`config.mk`:
```
export PLATFORM = sky130hd
export DESIGN_NAME = alu_arbiter
export DESIGN_NICKNAME = d
export VERILOG_FILES = /design/src/rtl/alu_pkg.sv /design/src/rtl/alu_op_decode.sv /design/src/rtl/alu_arbiter.sv
export SDC_FILE = /design/constraint.sdc
export NUM_CORES = 1
export LEC_CHECK = 0
export CORE_ASPECT_RATIO = 0.8
export CORE_MARGIN = 5
export CORE_UTILIZATION = 35
export CTS_CLUSTER_DIAMETER = 200
export DETAILED_ROUTE_END_ITERATION = 12
export GPL_TIMING_DRIVEN = 0
export PLACE_DENSITY = 0.7
export SETUP_SLACK_MARGIN = 0.2
export SKIP_CTS_REPAIR_TIMING = 1
export SLEW_MARGIN = 20
export SYNTH_ARGS = -nofsm -noshare
export SYNTH_HDL_FRONTEND = slang
export SYNTH_SLANG_ARGS = --single-unit
export TNS_END_PERCENT = 50
```
`constraint.sdc`:
```
create_clock -name clk -period 4.11 [get_ports clk]
set_clock_uncertainty 0.15 [all_clocks]
set_input_delay 0.822 -clock clk [delete_from_list [all_inputs] [get_ports clk]]
set_output_delay 0.822 -clock clk [all_outputs]
set_load 0.005 [all_outputs]
```
`src/rtl/alu_pkg.sv`:
```
`default_nettype none
// ============================================================================
//  Module   : alu_pkg
//  Brief    : Shared op codes, one-hot ALU opcodes and sequencer state encoding
//  Revision : 1.0 - initial release
// ============================================================================
package alu_pkg;

    localparam logic [2:0] OP_ADD = 3'd0;
    localparam logic [2:0] OP_SUB = 3'd1;
    localparam logic [2:0] OP_MUL = 3'd2;
    localparam logic [2:0] OP_AND = 3'd3;
    localparam logic [2:0] OP_OR  = 3'd4;
    localparam logic [2:0] OP_XOR = 3'd5;
    localparam logic [2:0] OP_NOT = 3'd6;
    localparam logic [2:0] OP_ILL = 3'd7;

    localparam logic [4:0] ALU_NOP = 5'b00000;
    localparam logic [4:0] ALU_ADD = 5'b00001;
    localparam logic [4:0] ALU_MUL = 5'b00010;
    localparam logic [4:0] ALU_AND = 5'b00100;
    localparam logic [4:0] ALU_OR  = 5'b01000;
    localparam logic [4:0] ALU_XOR = 5'b10000;

    typedef enum logic [1:0] {
        ST_IDLE = 2'd0,
        ST_EXEC = 2'd1,
        ST_RESP = 2'd2
    } state_t;

endpackage
`default_nettype wire

```
`src/rtl/alu_op_decode.sv`:
```
`default_nettype none
// ============================================================================
//  Module   : alu_op_decode
//  Brief    : Combinational 3-bit op to one-hot ALU opcode / sub / inv decoder
//  Revision : 1.0 - initial release
// ============================================================================
module alu_op_decode
    import alu_pkg::*;
(
    input  logic [2:0] i_op,
    output logic [4:0] o_opcode,
    output logic       o_sub,
    output logic       o_inv,
    output logic       o_illegal
);

    always_comb begin
        o_opcode  = ALU_NOP;
        o_sub     = 1'b0;
        o_inv     = 1'b0;
        o_illegal = 1'b0;
        case (i_op)
            OP_ADD: o_opcode = ALU_ADD;
            OP_SUB: begin
                o_opcode = ALU_ADD;
                o_sub    = 1'b1;
            end
            OP_MUL: o_opcode = ALU_MUL;
            OP_AND: o_opcode = ALU_AND;
            OP_OR:  o_opcode = ALU_OR;
            OP_XOR: o_opcode = ALU_XOR;
            OP_NOT: begin
                o_opcode = ALU_XOR;
                o_inv    = 1'b1;
            end
            default: o_illegal = 1'b1;
        endcase
    end

endmodule
`default_nettype wire

```
`src/rtl/alu_arbiter.sv`:
```
`default_nettype none
// ============================================================================
//  Module   : alu_arbiter
//  Brief    : Round-robin arbiter and sequencer sharing one ALU between two
//             requesters, returning tagged results on a response channel
//  Revision : 1.0 - initial release
// ============================================================================
module alu_arbiter
    import alu_pkg::*;
#(
    parameter int WIDTH = 16,
    parameter int LAT   = 2
) (
    input  logic             clk,
    input  logic             rst,
    input  logic [1:0]       req_valid,
    output logic [1:0]       req_ready,
    input  logic [2:0]       req0_op,
    input  logic [2:0]       req1_op,
    input  logic [WIDTH-1:0] req0_a,
    input  logic [WIDTH-1:0] req0_b,
    input  logic [WIDTH-1:0] req1_a,
    input  logic [WIDTH-1:0] req1_b,
    input  logic             req0_ld,
    input  logic             req1_ld,
    output logic [WIDTH-1:0] alu_in1,
    output logic [WIDTH-1:0] alu_in2,
    output logic [4:0]       alu_opcode,
    output logic             alu_inv,
    output logic             alu_sub,
    output logic             alu_ovwA,
    input  logic [WIDTH-1:0] alu_out,
    input  logic             alu_zero,
    input  logic             alu_of,
    input  logic             alu_neg,
    output logic             rsp_valid,
    input  logic             rsp_ready,
    output logic             rsp_id,
    output logic [WIDTH-1:0] rsp_data,
    output logic [2:0]       rsp_flags,
    output logic             rsp_err
);

    localparam logic [3:0] c_cnt_init = 4'(LAT - 1);

    state_t           r_state;
    state_t           w_next;
    logic             r_last;
    logic [3:0]       r_cnt;
    logic [1:0]       w_grant;
    logic             w_hs;
    logic             w_sel;
    logic [2:0]       w_op;
    logic [WIDTH-1:0] w_a;
    logic [WIDTH-1:0] w_b;
    logic             w_ld;
    logic [4:0]       w_opcode;
    logic             w_sub;
    logic             w_inv;
    logic             w_illegal;

    // Grant only in IDLE; on contention the requester not served last wins.
    always_comb begin
        w_grant = 2'b00;
        if (r_state == ST_IDLE) begin
            case (req_valid)
                2'b01:   w_grant = 2'b01;
                2'b10:   w_grant = 2'b10;
                2'b11:   w_grant = r_last ? 2'b01 : 2'b10;
                default: w_grant = 2'b00;
            endcase
        end
    end

    assign req_ready = w_grant;
    assign w_hs      = |w_grant;
    assign w_sel     = w_grant[1];
    assign w_op      = w_sel ? req1_op : req0_op;
    assign w_a       = w_sel ? req1_a  : req0_a;
    assign w_b       = w_sel ? req1_b  : req0_b;
    assign w_ld      = w_sel ? req1_ld : req0_ld;
    assign rsp_valid = (r_state == ST_RESP);

    alu_op_decode u_decode (
        .i_op      (w_op),
        .o_opcode  (w_opcode),
        .o_sub     (w_sub),
        .o_inv     (w_inv),
        .o_illegal (w_illegal)
    );

    always_ff @(posedge clk) begin
        if (rst) begin
            r_state <= ST_IDLE;
        end else begin
            r_state <= w_next;
        end
    end

    always_comb begin
        w_next = r_state;
        case (r_state)
            ST_IDLE: if (w_hs) w_next = w_illegal ? ST_RESP : ST_EXEC;
            ST_EXEC: if (r_cnt == 4'd0) w_next = ST_RESP;
            ST_RESP: if (rsp_ready) w_next = ST_IDLE;
            default: w_next = ST_IDLE;
        endcase
    end

    // The ALU control registers double as the latched request copy.
    always_ff @(posedge clk) begin
        if (rst) begin
            r_last     <= 1'b1;
            r_cnt      <= 4'd0;
            alu_in1    <= '0;
            alu_in2    <= '0;
            alu_opcode <= ALU_NOP;
            alu_inv    <= 1'b0;
            alu_sub    <= 1'b0;
            alu_ovwA   <= 1'b0;
            rsp_id     <= 1'b0;
            rsp_data   <= '0;
            rsp_flags  <= 3'b000;
            rsp_err    <= 1'b0;
        end else begin
            case (r_state)
                ST_IDLE: begin
                    if (w_hs) begin
                        r_last <= w_sel;
                        rsp_id <= w_sel;
                        r_cnt  <= c_cnt_init;
                        if (w_illegal) begin
                            rsp_err   <= 1'b1;
                            rsp_data  <= '0;
                            rsp_flags <= 3'b000;
                        end else begin
                            alu_in1    <= w_a;
                            alu_in2    <= w_b;
                            alu_opcode <= w_opcode;
                            alu_inv    <= w_inv;
                            alu_sub    <= w_sub;
                            alu_ovwA   <= w_ld;
                        end
                    end
                end
                ST_EXEC: begin
                    if (r_cnt == 4'd0) begin
                        rsp_data   <= alu_out;
                        rsp_flags  <= {alu_neg, alu_of, alu_zero};
                        rsp_err    <= 1'b0;
                        alu_in1    <= '0;
                        alu_in2    <= '0;
                        alu_opcode <= ALU_NOP;
                        alu_inv    <= 1'b0;
                        alu_sub    <= 1'b0;
                        alu_ovwA   <= 1'b0;
                    end else begin
                        r_cnt <= r_cnt - 4'd1;
                    end
                end
                default: ;
            endcase
        end
    end

endmodule
`default_nettype wire

```
Yosys cells after proc, flatten, opt, wreduce, memory -nomap -nowiden
Cells that the tools add are included.
{"block": "word_totals", "ff_bits": 68, "latch_bits": 0, "ramBits": 0, "mem_bits_ro": 0, "inputBits": 96, "word_cells": 94, "memories": 0}
{"block": "classes", "n_addsub": 1, "n_mul": 0, "div": 0, "n_lt_le_gt_ge": 0, "eq_ne": 17, "n_shift": 0, "n_mux": 50, "n_bitwise": 0, "n_reduce_logical": 13}
{"operator": "$mux W16", "count": 10}
{"operator": "$pmux W16 S2", "count": 3}
{"operator": "$pmux W5 S5", "count": 1}
{"operator": "$mux W5", "count": 3}
{"operator": "$mux W1", "count": 12}
{"operator": "$mux W2", "count": 6}
{"operator": "$mux W3", "count": 4}
{"operator": "$pmux W2 S3", "count": 2}
{"operator": "$ne A2 B2 Y1 const B", "count": 5}
{"operator": "$pmux W5 S2", "count": 1}
{"operator": "$eq A3 B3 Y1 const B", "count": 3}
{"operator": "$mux W4", "count": 2}
{"operator": "$pmux W1 S2", "count": 4}
{"operator": "$pmux W4 S2", "count": 1}
{"operator": "$reduce_and A4 Y1", "count": 2}
{"operator": "$reduce_or A7 Y1", "count": 1}
{"operator": "$eq A2 B2 Y1 const B", "count": 3}
{"operator": "$eq A3 B2 Y1 const B", "count": 2}
{"operator": "$pmux W3 S2", "count": 1}
{"operator": "$reduce_and A3 Y1", "count": 2}
{"operator": "$reduce_or A2 Y1", "count": 3}
{"operator": "$eq A2 B1 Y1 const B", "count": 2}
{"operator": "$logic_not A4 Y1", "count": 1}
{"operator": "$sub A4 B1 Y4 const B", "count": 1}
{"operator": "6 further kinds", "count": 6}

Longest topological paths before layout
Gate-level depths: netlist of run 1.
{"block": "logic_depth", "depth_word": 10, "mapped_depth": 7, "depth_no_buf": 6}

By module
Synthesis of run 1 repeated with hierarchy kept, for this count alone.
{"block": "unflattened", "hier_cells": 244, "hier_area_um2": 2747.6}
{"module": "alu_arbiter", "instances": 1, "cells_each": 234, "area_per_inst_um2": 2681.3, "seq_area_each_um2": 1361.3}
{"module": "alu_op_decode", "instances": 1, "cells_each": 10, "area_per_inst_um2": 66.3, "seq_area_each_um2": 0.0}

Worst setup path after synthesis of run 1
OpenSTA, ideal clock, no wires.
{"block": "synth_timing", "path_type": "in2reg", "start": "in req_valid[1]", "end": "reg alu_in2[10]", "setup_time_ns": 0.121, "arrival_time_ns": 2.231, "required_ns": 3.839, "path_slack_ns": 1.608, "cell_stages": 5, "n_path_buf": 1, "cell_sequence": "a21boi_1 -> mux2_2 -> o21ai_2 -> buf_6 -> mux2_2"}
{"block": "synth_via", "elab_chain_len": 8, "elab_cells_between_ends": 22}
{"item": "from (decl)", "line_no": "alu_arbiter.sv:16", "rtl": "input logic [1:0] req_valid,"}
{"item": "$eq A2 B2 Y1 or $eq A2 B1 Y1 (tied branches)", "line_no": "alu_arbiter.sv:66", "rtl": "case (req_valid)"}
{"item": "$pmux W2 S3 (*)", "line_no": "alu_arbiter.sv:66"}
{"item": "$mux W2 (*)", "line_no": "alu_arbiter.sv:65", "rtl": "if (r_state == ST_IDLE) begin"}
{"item": "$mux W3", "line_no": "alu_arbiter.sv:78", "rtl": "assign w_op = w_sel ? req1_op : req0_op;"}
{"item": "$eq A3 B1 Y1, or another cell as far along", "line_no": "alu_op_decode.sv:22", "rtl": "case (i_op)"}
{"item": "$reduce_or A7 Y1 (no line)"}
{"item": "$ne A2 B2 Y1 (no line)"}
{"item": "$reduce_and A4 Y1 (no line)"}
{"item": "to (signal assigned)", "line_no": "alu_arbiter.sv:138", "rtl": "alu_in2 <= w_b;"}
{"item": "to (decl)", "line_no": "alu_arbiter.sv:27", "rtl": "output logic [WIDTH-1:0] alu_in2,"}
Every way passes the cells marked *; elsewhere a longest branch is shown, timed or not. The select of a mux whose other input is x is not followed.
A chain may end at the register's enable or synchronous reset.

Final worst setup path of run 1
{"block": "layout_timing", "start": "in req_valid[1]", "end": "out req_ready[1]"}
{"block": "layout_via", "elab_chain_len": 3, "elab_cells_between_ends": 5}
{"item": "$eq A2 B2 Y1 or $eq A2 B1 Y1 (tied branches)", "line_no": "alu_arbiter.sv:66"}
{"item": "$pmux W2 S3 (*)", "line_no": "alu_arbiter.sv:66"}
{"item": "$mux W2 (*)", "line_no": "alu_arbiter.sv:65"}
{"item": "to (decl)", "line_no": "alu_arbiter.sv:17", "rtl": "output logic [1:0] req_ready,"}
Every way passes the cells marked *; elsewhere a longest branch is shown, timed or not.

==> results of run 1 <==
-- path summary, 6_finish.rpt --
kind / depth (start not counted) / slack (ns) / endpoint / from
setup / recovery: 5 / 0.56 / req_ready[1] / req_valid[1]
hold reg to reg: 2 / 0.31 / alu_inv / alu_inv
hold / removal: 2 / 0.31 / alu_inv / alu_inv
setup reg to reg: 7 / 1.77 / alu_in1[4] / r_cnt[0]
-- layer usage --
layer / GRT usage / vias up / routed length (um)
met2: 0.307 / 132 / 5230
met3: 0.0870 / 8 / 1090
met4: 0.0388 / 0 / 78
met1: 0.222 / 1692 / 5070
li1: - / 1768 / -
met5: 0 / - / 0
-- final cells by class --
| cell class | instances | area (sq um) |
|---|---|---|
| multi-input combinational | 284 | 1930 |
| tap | 136 | 170 |
| clock inverter | 4 | 50.0 |
| timing repair buffer | 158 | 1580 |
| sequential | 68 | 1360 |
| inverter | 6 | 22.5 |
| buffer | 36 | 171 |
| clock buffer | 11 | 243 |
| fill | 914 | 4160 |
-- state kept, by name, summed over array words and instances, names as in the netlist --
name        flops
alu_in2        16
r_state         2
alu_inv         1
r_last          1
alu_in1        16
rsp_data       16
rsp_id          1
rsp_flags       3
alu_sub         1
alu_opcode      5
alu_ovwA        1
rsp_err         1
r_cnt           4
-- logic make-up after synthesis --
family / Yosys count / synth area share
adders and majority gates: 2 / 0.00718
AOI/OAI and AO/OA: 119 / 0.216
xor gates and xnor gates: 2 / 0.00503
muxes: 42 / 0.137
and+or+nand+nor: 119 / 0.189
buffers and inverters: 42 / 0.0557
DFF: 68 / 0.391
-- metrics by stage --
stage	total power, W	instance area (sq um)	hold slack [ns]	worst slack (ns)	utilization
3_3_place_gp	0.00161	5240	0.300	0.572	0.540
3_5_place_dp	0.00163	5240	0.303	0.557	0.540
5_1_grt	0.00250	5530	0.346	0.419	0.571
4_1_cts	0.00240	5530	0.309	0.557	0.571
2_1_floorplan	0.00124	3480	0.305	1.61	-
6_report	0.00238	5530	0.310	0.564	0.571
-- placed cells by master (no fill, tap or decap), types with 2 or more instances in the layout --
cell type          n
clkdlybuf4s50_1  158
dfxtp_1           68
a21oi_1           44
o21ai_0           40
nor2b_1           39
nand3_1           37
mux2_2            37
clkbuf_1          28
a32o_1            19
nor2_1            11
clkbuf_16          9
nand2_1            8
nor3_1             6
buf_2              5
inv_1              5
nand2b_1           4
buf_6              4
o211ai_1           4
nor4_1             3
nand4_1            3
a211oi_1           3
mux2i_1            3
nand3b_1           3
xor2_1             2
mux2_4             2
ha_1               2
clkinvlp_4         2
-- power groups by stage --
stage | logic (W) | registers (W) | clock network [W]
6_report | 0.000817 | 0.000803 | 0.000759
5_1_grt | 0.000888 | 0.000814 | 0.000803
4_1_cts | 0.000822 | 0.000803 | 0.000770
3_5_place_dp | 0.000818 | 0.000815 | 0
3_3_place_gp | 0.000801 | 0.000812 | 0
2_1_floorplan | 0.000425 | 0.000817 | 0
-- worst max-delay path, cell delays in order --
cell and delay (ns):
clkdlybuf4s50_1 0.53, a21bo_2 0.30, clkbuf_1 0.22, nor2_1 0.17, clkdlybuf4s50_1 0.52
==> impl_metrics.ini, run 1 <==
[yosys]
yosysMostFrequentCell = dfxtp_1
synth.area.top_cells = dfxtp_1, mux2_2, nor2b_1
synth_warnings = 0
avgSynthCellArea_sq_um = 8.84
synth_top_area_frac = 0.391
synth_seq_cells = 68
syn_area_sq_um = 3480
syn_nets = 492
synth_edf_count = 0
ys_types = 39
synth_top_flop_cell = dfxtp_1
synth_commonest_cells = dfxtp_1, a21oi_1, o21ai_0
async_flop_share = 0
syn_inst = 394
synth_top_area_cell = dfxtp_1
ys_seq_area_frac = 0.391

[final_layout]
area_growth_pct = 58.7
n_antenna_cell = 0
nets = 661
finalNonFillerCells = 703
drive_above_1_share = 0.120

[placement]
dp_hpwl_um = 8700
portBuffers = 158
dp_cells = 688
gp_congestion = 0.850

[floorplan]
die_w_um = 122
ios = 160
rows = 32
initial_utilization = 0.360
core_area_sq_um = 9690
dieArea_sq_um = 12100
die_y_um = 99.2

[sta]
slew_headroom = 0.586
fin_setup_tns_ns = 0
rsz0062_at_grt = false
slew_violations = 0
tightest_slew_ns = 0.621
fmax_mhz = 282
post-route-period-util = 0.863
period_minus_slack_ns = 3.55
hold_violations = 0
setup-violations-final = 0

[clock_tree]
clock_sinks = 68
htreeDepth = 3
cts.path.max_buffers = 2
cts_root_buffer = clkbuf_16
numCtsBuffers = 9
clock_latency_ns = 0.33
cts_tree = built
clk_pin_slew_ns = 0.05

[routing]
wl_um = 11500
vias_per_cell = 5.12
drt-initial-drc-count = 161
drtAntennaViolNets = 0
num_vias = 3600
first_pass_iters = 4
route.detailed.drc = 0
wl_per_cell_um = 16.3

[pwr]
sequentialPowerShare = 0.337
switchingPower_w = 0.000699
power.leakage_nw = 1.99
p_comb_frac = 0.344
p_clk_frac = 0.319
switching_share = 0.294
p_int_w = 0.00168
power_density_nw_per_um2 = 430
peakVddDrop_v = 0.000221

[critical_path]
cp_data_required_time_ns = 3.14
cp-start-kind = input port
end_kind = output port
cp_max_fo = 10
arrival_ns = 2.57
crit_type = in -> out

[global_routing]
grt_max_degree = 12
grt_pass1_vias = 3695
grt-ovfl-total = 0
grt_util_all_layers = 0.186
grt_pass1_wl_um = 18200
antenna_found_initial = 0

[run]
drv_cap = 0

[hold_path]
hp-class = reg -> reg

[status]
outcome = complete, no violations
Power figures use the tool's default switching activity.
==> inputs of run 2 (changes only) <==
--- a/config.mk
+++ b/config.mk
@@ -10,6 +10,7 @@
 export CORE_UTILIZATION = 35
 export CTS_CLUSTER_DIAMETER = 200
 export DETAILED_ROUTE_END_ITERATION = 12
+export GPL_ROUTABILITY_DRIVEN = 0
 export GPL_TIMING_DRIVEN = 0
 export PLACE_DENSITY = 0.7
 export SETUP_SLACK_MARGIN = 0.2
==> results of run 2 <==
Final layout, timing and power as in run 1 (identical DEF).
==> inputs of run 3 (changes only) <==
--- a/config.mk
+++ b/config.mk
@@ -8,7 +8,7 @@
 export CORE_ASPECT_RATIO = 0.8
 export CORE_MARGIN = 5
 export CORE_UTILIZATION = 35
-export CTS_CLUSTER_DIAMETER = 200
+export CTS_CLUSTER_DIAMETER = 100
 export DETAILED_ROUTE_END_ITERATION = 12
 export GPL_ROUTABILITY_DRIVEN = 0
 export GPL_TIMING_DRIVEN = 0
==> results of run 3 <==
Final layout, timing and power as in run 1 (identical DEF).
